==> src/rtl/output_uart_device.sv <==
`default_nettype none
// ============================================================================
// output_uart_device : memory-mapped UART TX peripheral with transmit FIFO.
// Optional even-parity bit enabled by defining OUTPUT_UART_PARITY_EN.
// Revision: 1.0
// ============================================================================
module output_uart_device #(
  parameter int CLKS_PER_BIT = 16,
  parameter int FIFO_DEPTH   = 8
) (
  input  logic        clk,
  input  logic        reset,
  input  logic [31:0] output_address,
  input  logic [31:0] output_out,
  input  logic [1:0]  output_size,
  input  logic        output_write_enable,
  output logic [31:0] output_in,
  output logic        tx
);

  localparam int AW    = $clog2(FIFO_DEPTH);
  localparam int CW    = $clog2(CLKS_PER_BIT);
  localparam int LASTI = CLKS_PER_BIT - 1;
  localparam logic [CW-1:0] BIT_LAST = LASTI[CW-1:0];
  localparam logic [AW:0]   DEPTH_C  = FIFO_DEPTH[AW:0];
  localparam logic [AW:0]   CNT_ONE  = 1;
  localparam logic [AW-1:0] PTR_ONE  = 1;
  localparam logic [CW-1:0] CLK_ONE  = 1;

  typedef enum logic [2:0] {
    S_IDLE  = 3'd0,
    S_START = 3'd1,
    S_DATA  = 3'd2,
    S_STOP  = 3'd3
`ifdef OUTPUT_UART_PARITY_EN
    ,S_PARITY = 3'd4
`endif
  } state_t;

  state_t          state_q, state_d;
  logic [CW-1:0]   cnt_q, cnt_d;
  logic [2:0]      bit_q, bit_d;
  logic [7:0]      shift_q, shift_d;
  logic            tx_q, tx_d;
`ifdef OUTPUT_UART_PARITY_EN
  logic            par_q, par_d;
`endif
  logic [7:0]      mem [FIFO_DEPTH];
  logic [AW-1:0]   wr_ptr_q, wr_ptr_d, rd_ptr_q, rd_ptr_d, w_wr_idx;
  logic [AW:0]     count_q, count_d;
  logic [7:0]      data_q, data_d;
  logic            en_q, en_d, ovf_q, ovf_d;

  logic [3:0]  w_szmask, w_mask;
  logic [31:0] w_wdata;
  logic        w_push, w_flush, w_clr, w_ctrl_wr, w_full, w_empty, w_pop, w_accept;
  logic [7:0]  w_status, w_ctrl;
  logic [31:0] w_regs;
  logic        w_unused;

  // Bring each write lane onto its register offset so lane k hits offset addr+k.
  always_comb begin
    case (output_size)
      2'b00:   w_szmask = 4'b0001;
      2'b01:   w_szmask = 4'b0011;
      default: w_szmask = 4'b1111;
    endcase
    w_mask  = output_write_enable ? (w_szmask << output_address[1:0]) : 4'b0000;
    w_wdata = output_out << {output_address[1:0], 3'b000};
  end

  assign w_push    = w_mask[0];
  assign w_clr     = w_mask[1] & w_wdata[11];
  assign w_ctrl_wr = w_mask[2];
  assign w_flush   = w_mask[2] & w_wdata[17];
  assign w_full    = (count_q == DEPTH_C);
  assign w_empty   = (count_q == '0);
  assign w_pop     = (state_q == S_IDLE) && en_q && !w_empty;
  assign w_unused  = &{1'b0, output_address[31:2], w_wdata[31:18], w_wdata[15:12], w_wdata[10:8]};

  // Flush takes effect first, then the push, then the overflow clear.
  always_comb begin
    wr_ptr_d = wr_ptr_q;
    rd_ptr_d = rd_ptr_q;
    count_d  = count_q;
    data_d   = data_q;
    en_d     = en_q;
    ovf_d    = ovf_q;
    w_wr_idx = wr_ptr_q;
    w_accept = 1'b0;
    if (w_flush) begin
      rd_ptr_d = '0;
      wr_ptr_d = '0;
      count_d  = '0;
      w_wr_idx = '0;
      if (w_push) begin
        w_accept = 1'b1;
        wr_ptr_d = PTR_ONE;
        count_d  = CNT_ONE;
      end
    end else begin
      w_accept = w_push && (!w_full || w_pop);
      if (w_pop)    rd_ptr_d = rd_ptr_q + PTR_ONE;
      if (w_accept) wr_ptr_d = wr_ptr_q + PTR_ONE;
      case ({w_accept, w_pop})
        2'b10:   count_d = count_q + CNT_ONE;
        2'b01:   count_d = count_q - CNT_ONE;
        default: count_d = count_q;
      endcase
      if (w_push && !w_accept) ovf_d = 1'b1;
    end
    if (w_push)    data_d = w_wdata[7:0];
    if (w_ctrl_wr) en_d   = w_wdata[16];
    if (w_clr)     ovf_d  = 1'b0;
  end

  always_comb begin
    state_d = state_q;
    cnt_d   = cnt_q;
    bit_d   = bit_q;
    shift_d = shift_q;
`ifdef OUTPUT_UART_PARITY_EN
    par_d   = par_q;
`endif
    case (state_q)
      S_IDLE: begin
        if (w_pop) begin
          state_d = S_START;
          cnt_d   = '0;
          bit_d   = '0;
          shift_d = mem[rd_ptr_q];
`ifdef OUTPUT_UART_PARITY_EN
          par_d   = ^mem[rd_ptr_q];
`endif
        end
      end
      default: begin
        if (cnt_q == BIT_LAST) begin
          cnt_d = '0;
          case (state_q)
            S_START: state_d = S_DATA;
            S_DATA: begin
              if (bit_q == 3'd7) begin
`ifdef OUTPUT_UART_PARITY_EN
                state_d = S_PARITY;
`else
                state_d = S_STOP;
`endif
              end else begin
                bit_d   = bit_q + 3'd1;
                shift_d = {1'b0, shift_q[7:1]};
              end
            end
`ifdef OUTPUT_UART_PARITY_EN
            S_PARITY: state_d = S_STOP;
`endif
            default: state_d = S_IDLE;
          endcase
        end else begin
          cnt_d = cnt_q + CLK_ONE;
        end
      end
    endcase
    // tx is registered from the next state so the line never glitches.
    case (state_d)
      S_START: tx_d = 1'b0;
      S_DATA:  tx_d = shift_d[0];
`ifdef OUTPUT_UART_PARITY_EN
      S_PARITY: tx_d = par_d;
`endif
      default: tx_d = 1'b1;
    endcase
  end

  always_ff @(posedge clk) begin
    if (reset) begin
      state_q  <= S_IDLE;
      cnt_q    <= '0;
      bit_q    <= '0;
      shift_q  <= '0;
      tx_q     <= 1'b1;
`ifdef OUTPUT_UART_PARITY_EN
      par_q    <= 1'b0;
`endif
      wr_ptr_q <= '0;
      rd_ptr_q <= '0;
      count_q  <= '0;
      data_q   <= '0;
      en_q     <= 1'b1;
      ovf_q    <= 1'b0;
    end else begin
      state_q  <= state_d;
      cnt_q    <= cnt_d;
      bit_q    <= bit_d;
      shift_q  <= shift_d;
      tx_q     <= tx_d;
`ifdef OUTPUT_UART_PARITY_EN
      par_q    <= par_d;
`endif
      wr_ptr_q <= wr_ptr_d;
      rd_ptr_q <= rd_ptr_d;
      count_q  <= count_d;
      data_q   <= data_d;
      en_q     <= en_d;
      ovf_q    <= ovf_d;
    end
  end

  always_ff @(posedge clk) begin
    if (w_accept) mem[w_wr_idx] <= w_wdata[7:0];
  end

  assign w_status  = {4'b0000, ovf_q, (state_q != S_IDLE), w_empty, w_full};
  assign w_ctrl    = {7'b0000000, en_q};
  assign w_regs    = {8'(count_q), w_ctrl, w_status, data_q};
  assign output_in = w_regs >> {output_address[1:0], 3'b000};
  assign tx        = tx_q;

endmodule
`default_nettype wire

==> config.mk <==
export PLATFORM = sky130hd
export DESIGN_NAME = output_uart_device
export DESIGN_NICKNAME = d
export VERILOG_FILES = /design/src/rtl/output_uart_device.sv
export SDC_FILE = /design/constraint.sdc
export NUM_CORES = 1
export LEC_CHECK = 0
export ABC_CLOCK_PERIOD_IN_PS = 3650
export CORE_ASPECT_RATIO = 1.4
export CORE_MARGIN = 5
export CORE_UTILIZATION = 31
export CTS_BUF_LIST = sky130_fd_sc_hd__clkbuf_8
export CTS_CLUSTER_DIAMETER = 80
export DETAILED_ROUTE_END_ITERATION = 8
export PLACE_DENSITY = 0.64
export SYNTH_ARGS = -nofsm -noshare
export SYNTH_HDL_FRONTEND = slang
export SYNTH_SLANG_ARGS = --single-unit
==> constraint.sdc <==
create_clock -name clk -period 3.65 [get_ports clk]
set_input_delay 0.73 -clock clk [delete_from_list [all_inputs] [get_ports clk]]
set_output_delay 0.73 -clock clk [all_outputs]
set_load 0.02 [all_outputs]
Yosys cells after proc, flatten, opt, wreduce, memory -nomap -nowiden. Memory sizes are Yosys's and may differ from the RTL's. A register that Yosys moved wholly into a read port is not among the register bits. Cells that the tools add are included.

Eq/ne operators: 12. Reduce and logical (&&, ||, !) cells: 20. Shift operators: 3. Bitwise gates (word level): 3. Muxes and demuxes: 34. Add/sub/neg operators: 6.

Operator list (count): 2-to-1 mux 3 bit (15); 2-to-1 mux 8 bit (5); << shifter 32 x 5 -> 18 bit (1); >> shifter 28 x 5 -> 32 bit (1); 2-to-1 mux 4 bit (4); case mux 4 bit (2 select lines) (2); adder 3 x 1 -> 3 bit, second input constant (3); adder 4 x 1 -> 4 bit, second input constant (2); equality test 4 bit, second input constant (2); equality test 3 x 1 -> 1 bit, second input constant (2); equality test 3 x 2 -> 1 bit, second input constant (2); 2-to-1 mux 1 bit (6); case mux 3 bit (2 select lines) (1); nonzero test 2 bit (3); nonzero test 3 bit (2); equality test 2 x 1 -> 1 bit, second input constant (2); logical AND 1 bit (4); logical NOT 4 bit (1); != test 2 bit, second input constant (2); AND reduction 4 bit (1); OR reduction 2 bit (2); << shifter 4 x 2 -> 3 bit (1); subtractor 4 x 1 -> 4 bit, second input constant (1); equality test 3 bit, second input constant (1); other kinds (9) (12).

Memory bits (writable): 64. Word-level logic and storage cells: 91. Bits in registers: 39. Memories kept: 1. Input bits: 69.

Memories: mem (depth 8, bits a word 8, read ports 1, clocked after Yosys merged registers in 1, wr ports 1, RTL line 48) `logic [7:0] mem [FIFO_DEPTH];`.

Logic depth before layout (Yosys ltp). Gate-level depths: netlist of run 1.

Word-level depth: 8. Depth in mapped cells: 9.

Worst setup path before layout of run 1. Ideal clock, no wire load.

Path kind: input to output. From: input port output_address[0]. To: output port output_in[1]. Stages on the path: 5. Arrival: 2.211 ns. Path slack: 0.709 ns. Required time: 2.920 ns. Cell sequence: clkbuf_1 > clkbuf_1 > buf_1 > mux2i_1 > o21ai_0.

Cells in the longest elaborated chain, start to end: 1.

RTL lines: start, declared (RTL line 13) `input logic [31:0] output_address,`; >> shifter 28 x 5 -> 32 bit (RTL line 216) `assign output_in = w_regs >> {output_address[1:0], 3'b000};`; end, declared (RTL line 17) `output logic [31:0] output_in,`.

No other way between the ends.

Worst setup path after layout of run 1.
From: input port output_address[0]. To: output port output_in[4].

The elaborated chain is that of the path after synthesis.

==> results by group, run 1 <==
Routing
  • ANT nets after route: 0
  • Wirelength per Cell: 16.2 µm
  • Vias: 3211
  • Via density: 4.94
  • Final routed DRC violation total: 0
  • Iter 0 DRT Violations: 172
  • Total Wirelength: 10500 µm
  • DRT Pass-1 Iters: 6

Setup path
  • R2R Setup Slk: 1260 ps
  • Crit end category: primary output
  • CP dominant cell by count: clkdlybuf4s50_1
  • Reg2Reg Launch Point: en_q
  • Reg2Reg Depth: 9
  • Critical-path top delay cell: clkdlybuf4s50_1
  • Startpoint Class: primary input
  • R2R Path End: count_q[3]
  • Type of the worst setup path: primary input to primary output
  • Critical Path RT: 2920 ps
  • Critical Path Fanout Max: 25
  • Crit-path cells: clkdlybuf4s50_1 -> buf_12 -> nor2_1 -> buf_4 -> and2_1 -> clkdlybuf4s50_1
  • WP data arrival: 2500 ps
  • Max stage delay on crit path: 630 ps

Placed design
  • Cell count after placement: 634
  • Placed cell area: 0.00548 mm²
  • Hpwl dp: 7880 µm
  • Port Buffers: 40
  • Placer Congestion: 0.882

Layout
  • Fill cell count: 1522
  • Fin area: 0.00567 mm²
  • # diodes: 0
  • Share of cells above drive strength 1: 13.7%
  • NumNets Final: 525
  • Final non-filler cell total: 650
  • P&R area growth vs syn: 17.9%

Timing
  • Slew @ Worst Pin: 864 ps
  • Final min period: 3230 ps
  • Final hold viol count: 0
  • Final-report max-slew violation count: 0
  • Relative slew slack: 42.3%
  • Clk_skew: 10.6 ps
  • RSZ-0062 raised after global routing: no
  • Max frequency: 0.309 GHz
  • Final period utilization: 88.5%
  • Setup violators final: 0
  • Setup TNS Final: 0 ps

Synth
  • Synth top area share: 40.0%
  • Register area share after synthesis: 57.4%
  • Number of synthesized flops with an enable pin: 64
  • Synth Instances: 403
  • Ys Warns: 0
  • Seq cells post-synth: 106
  • Synth Area per Inst: 11.9 µm²
  • Asr flop ratio synth: 0%
  • Synth area leaders: edfxtp_1 (40%), dfxtp_1 (17%), mux4_2 (7.5%)
  • Yosys top cell by area: edfxtp_1
  • Synth Cell Area: 0.00481 mm²
  • Ys flop type: edfxtp_1
  • Netlist cell types: 55

Clock network
  • Skew-Pair Late Insertion Delay: 360 ps
  • H-tree Lvls: 3
  • Post-cts hold buffer count: 0
  • Clk slew on worst S/H paths: 90 ps
  • Setup bufs post-CTS: 0
  • CTS Buf Count: 9
  • Clock tree from TritonCTS: done
  • # clock sinks: 106
  • PostCTS Resize Cnt: 0
  • Clock Path Buffers: 2
  • CTS root buf: clkbuf_8

Floorplanning
  • Initial Utilization: 31.2%
  • Core Area: 0.0154 mm²
  • Chip Width: 115 µm
  • Die footprint: 0.0181 mm²
  • # rows: 54
  • # IOs: 102
  • Die Y: 157 µm

Min path
  • Hold Path End: data_q[4]
  • Hold Path Stages: 2
  • HP Class: flip-flop to flip-flop
  • HP Start: data_q[4]

Run
  • Max-Cap Viols: 0

Global route
  • Total global routing overflow: 0
  • Antenna violations before repair: 0
  • Vias in the first global route: 3208
  • First-pass GRT wire length: 16700 µm
  • Overall Global Routing Usage: 12.0%
  • Pin count of the biggest net entering global routing: 26

Pwr
  • Power per cell area: 592 mW/mm²
  • LEAKAGE: 1.95 nW
  • Worst IR Drop VDD: 0.616 mV
  • Total power: 3.36 mW

Outcome
  • Run status: completed
==> layout by cell type (no fill, tap or decap), types with 9 or more instances in the layout <==
cell             instances
a21oi_1                 24
and2_1                  20
buf_4                   21
clkbuf_8                10
clkdlybuf4s50_1         40
conb_1                  12
dfxtp_1                 42
edfxtp_1                64
mux2i_1                 18
mux4_2                  16
nand2_1                 38
nand3_1                 12
nor2_1                  40
o21ai_0                  9
==> how the worst max path moves through the flow <==
stage / startpoint / slack, ps / endpoint / depth (start not counted)
global route: count_q[0] / 330 / output_in[0] / 4
CTS: count_q[0] / 410 / output_in[8] / 4
floorplan: output_address[0] / 710 / output_in[1] / 5
finish: output_address[0] / 420 / output_in[4] / 6
detailed placement: output_address[0] / 420 / output_in[4] / 6
global placement: output_address[0] / 460 / output_in[4] / 6
==> worst max-delay path, delay by kind of cell <==
| family | cells | cell delay [ps] |
|---|---|---|
| buffers and inverters | 4 | 1440 |
| and+or+nand+nor | 2 | 320 |
==> logic make-up (layout without fill, tap and decap cells) <==
logic type                 Yosys count  after routing  synth area share, %
xor gates and xnor gates             6              6                 1.09
buffers and inverters               39             79                 4.08
other                                1             12               0.0780
AOI/OAI and AO/OA                   59             59                 7.65
muxes                               35             35                 11.5
DFF                                106            106                 57.4
and+or+nand+nor                    150            150                 16.4
adders and majority gates            7              7                 1.82
==> cell usage after synthesis (6+ instances only) <==
master and number:
a21oi_1 24, a221oi_1 6, a31oi_1 7, and2_1 20, buf_4 12, clkbuf_1 20, dfxtp_1 42, edfxtp_1 64
ha_1 7, mux2i_1 18, mux4_2 16, nand2_1 38, nand3_1 12, nor2_1 40, o21ai_0 9
==> cell type report <==
| class | instances | area, µm² | area share, % |
|---|---|---|---|
| clock inverters | 6 | 51.3 | 0.905 |
| well taps | 196 | 245 | 4.32 |
| clock buffers | 10 | 138 | 2.43 |
| inverters | 1 | 3.75 | 0.0662 |
| multi-input cells | 269 | 1890 | 33.4 |
| flip-flops and latches | 106 | 2760 | 48.7 |
| repair buffers | 62 | 578 | 10.2 |
==> metal layers <==
metal / global-route usage (%) / part of all wire (%)
met2: 22.9 / 55
met5: 0 / 0
met1: 12.5 / 39
met3: 1.92 / 3.5
met4: 5.76 / 3.1
==> through the flow <==
step | worst slack [ps] | hold slack (ps) | utilization, %
2_1_floorplan | 709 | 432 | -
3_3_place_gp | 458 | 442 | 35.6
3_5_place_dp | 421 | 442 | 35.6
4_1_cts | 414 | 456 | 36.8
5_1_grt | 328 | 476 | 36.8
6_report | 418 | 452 | 36.8
==> registers in the layout (all words and copies together) (netlist names), named ones only <==
| register | cells |
|---|---|
| shift_q | 8 |
| data_q | 8 |
| cnt_q | 4 |
| mem | 64 |
| bit_q | 3 |
| count_q | 4 |
| tx | 1 |
| wr_ptr_q | 3 |
| ovf_q | 1 |
| en_q | 1 |
| rd_ptr_q | 3 |
| state_q | 3 |
==> report_power, final <==
part | leakage [nW] | switching, mW | total (mW) | internal (mW)
logic | 0.910 | 0.608 | 1.15 | 0.538
clock network | 0.110 | 0.353 | 0.680 | 0.326
registers | 0.931 | 0.167 | 1.53 | 1.37
total | 1.95 | 1.13 | 3.36 | 2.23
Power figures use the tool's default switching activity.
==> run 2, diff against run 1 <==
--- a/config.mk
+++ b/config.mk
@@ -12,7 +12,6 @@
 export CTS_BUF_LIST = sky130_fd_sc_hd__clkbuf_8
 export CTS_CLUSTER_DIAMETER = 80
 export DETAILED_ROUTE_END_ITERATION = 8
-export PLACE_DENSITY = 0.64
 export SYNTH_ARGS = -nofsm -noshare
 export SYNTH_HDL_FRONTEND = slang
 export SYNTH_SLANG_ARGS = --single-unit
==> results by group, run 2 (synthesized netlist as in run 1, its figures left out) <==
Outcome
  • Run status: completed

Setup path
  • Crit-path cells: clkdlybuf4s50_1 -> buf_4 -> nor2_1 -> buf_4 -> and2_1 -> clkdlybuf4s50_1
  • Startpoint Class: primary input
  • Critical-path top delay cell: clkdlybuf4s50_1
  • Max stage delay on crit path: 600 ps (-30 ps)
  • R2R Setup Slk: 1090 ps (-170 ps)
  • WP data arrival: 2490 ps (about the same)
  • Crit end category: primary output
  • Reg2Reg Launch Point: state_q[2]
  • Critical Path Fanout Max: 7 (-72%)
  • R2R Path End: count_q[3]
  • Reg2Reg Depth: 8 (-1)
  • Critical Path RT: 2920 ps (about the same)
  • Type of the worst setup path: primary input to primary output

Floorplanning
  • Chip Width: 115 µm (unchanged)
  • # IOs: 102 (unchanged)
  • Die Y: 157 µm (unchanged)
  • # rows: 54 (unchanged)
  • Core Area: 0.0154 mm² (unchanged)
  • Die footprint: 0.0181 mm² (unchanged)
  • Initial Utilization: 31.2% (unchanged)

Timing
  • Setup TNS Final: 0 ps (unchanged)
  • Final-report max-slew violation count: 0 (unchanged)
  • Clk_skew: 14.7 ps (+4.11 ps)
  • Relative slew slack: 37.3% (-5.0 points)
  • Final hold viol count: 0 (unchanged)
  • Max frequency: 0.311 GHz (+0.50%)
  • RSZ-0062 raised after global routing: no
  • Final worst slack: 434 ps (+16.0 ps)
  • Setup violators final: 0 (unchanged)
  • Final min period: 3220 ps (-16.0 ps)
  • Slew @ Worst Pin: 937 ps (+73.5 ps)
  • Final period utilization: 88.1% (-0.44 points)

Routing
  • Wirelength per Cell: 16.7 µm (+2.9%)
  • Final routed DRC violation total: 0 (unchanged)
  • ANT nets after route: 0 (unchanged)
  • Iter 0 DRT Violations: 171 (-0.58%)
  • Total Wirelength: 10900 µm (+2.9%)
  • Vias: 3229 (+0.56%)
  • DRT Pass-1 Iters: 4 (-2)
  • Via density: 4.97 (+0.56%)

Clock network
  • Post-cts hold buffer count: 0 (unchanged)
  • PostCTS Resize Cnt: 0 (unchanged)
  • CTS root buf: clkbuf_8
  • CTS Buf Count: 9 (unchanged)
  • Clock Path Buffers: 2 (unchanged)
  • H-tree Lvls: 3 (unchanged)
  • # clock sinks: 106 (unchanged)
  • Setup bufs post-CTS: 0 (unchanged)
  • Clk slew on worst S/H paths: 100 ps (about the same)
  • Skew-Pair Late Insertion Delay: 370 ps (about the same)
  • Clock tree from TritonCTS: done

Min path
  • HP Start: data_q[5]
  • HP Class: flip-flop to flip-flop
  • Hold Path Stages: 2 (unchanged)
  • Hold Path End: data_q[5]

Global route
  • Pin count of the biggest net entering global routing: 27 (+3.8%)
  • Antenna violations before repair: 0 (unchanged)
  • Vias in the first global route: 3241 (+1.0%)
  • First-pass GRT wire length: 17500 µm (+4.9%)
  • Total global routing overflow: 0 (unchanged)
  • Overall Global Routing Usage: 12.6% (+0.58 points)

Layout
  • Most frequent cells in the layout: edfxtp_1 (64), dfxtp_1 (42), nor2_1 (40), clkdlybuf4s50_1 (40), nand2_1 (38)
  • Largest regs: mem: 64 flops, data_q: 8 flops, shift_q: 8 flops
  • Biggest register: mem
  • Largest register FFs: 64 (unchanged)
  • Core Util, Final: 37.1% (+0.28 points)
  • P&R area growth vs syn: 18.8%
  • Most common cell after layout, fill and taps aside: edfxtp_1
  • # diodes: 0 (unchanged)
  • Share of cells above drive strength 1: 13.9% (+0.22 points)
  • NumNets Final: 525 (unchanged)
  • Fill cell count: 1531 (+0.59%)

Placed design
  • Placer Congestion: 0.834 (-5.5%)
  • Dpl ws: 281 ps (-140 ps)
  • Hpwl dp: 7830 µm (-0.66%)
  • Port Buffers: 40 (unchanged)

Pwr
  • LEAKAGE: 1.97 nW (+0.74%)
  • Power per cell area: 615 mW/mm² (+3.9%)
  • Worst IR Drop VDD: 0.445 mV (-28%)

Run
  • Max-Cap Viols: 0 (unchanged)
==> run 2: cell count changes in the layout (fill, tap and decap cells not counted) <==
| cell | before | now |
|---|---|---|
| bufinv_16 | 1 | 3 |
| clkinv_2 | 2 | 0 |
| buf_12 | 1 | 0 |
| buf_4 | 21 | 22 |
| inv_1 | 4 | 3 |
| inv_6 | 0 | 1 |
==> run 2: power by group <==
group	switching (mW)	internal (mW)
registers	0.128	1.37
clock network	0.388	0.472
logic	0.639	0.523
==> run 2: how the worst max path moves through the flow <==
stage	from	to	slack (ps)	depth (start not counted)
global placement	output_address[1]	count_q[3]	320	10
global route	output_address[0]	output_in[7]	300	6
floorplan	output_address[0]	output_in[1]	710	5
CTS	output_address[0]	output_in[7]	400	6
finish	output_address[0]	output_in[7]	430	6
detailed placement	output_address[1]	count_q[3]	280	10
==> run 2: area by class of cell <==
class                      instances  area [µm²]  share of cell area [%]
sequential                       106        2760                    48.4
multi-input combinational        269        1890                    33.1
timing repair buffer              62         566                    9.90
tap                              196         245                    4.29
clock buffer                      10         138                    2.41
clock inverter                     6         106                    1.86
inverter                           1        3.75                  0.0657
==> run 2: metal layers <==
layer | part of all wire (%) | up-vias | GRT usage, %
met5 | 0 | - | 0
met4 | 2.8 | 0 | 5.48
met3 | 3.4 | 15 | 2.54
met2 | 55 | 67 | 23.0
met1 | 39 | 1600 | 13.9
li1 | - | 1547 | -
==> run 2: per-stage QoR <==
stage / hold slack, ps / cell area, µm² / instances / power [mW]
global placement: 438 / 5470 / 634 / 2.66
detailed placement: 452 / 5470 / 634 / 2.69
global route: 479 / 5710 / 650 / 3.74
floorplan: 432 / 4850 / 414 / 2.36
finish: 465 / 5710 / 650 / 3.52
CTS: 465 / 5710 / 650 / 3.55
==> run 2: critical path: cells and delay by family <==
family,cells,cell delay [ps]
buffers and inverters,4,1400
AND/OR/NAND/NOR,2,350
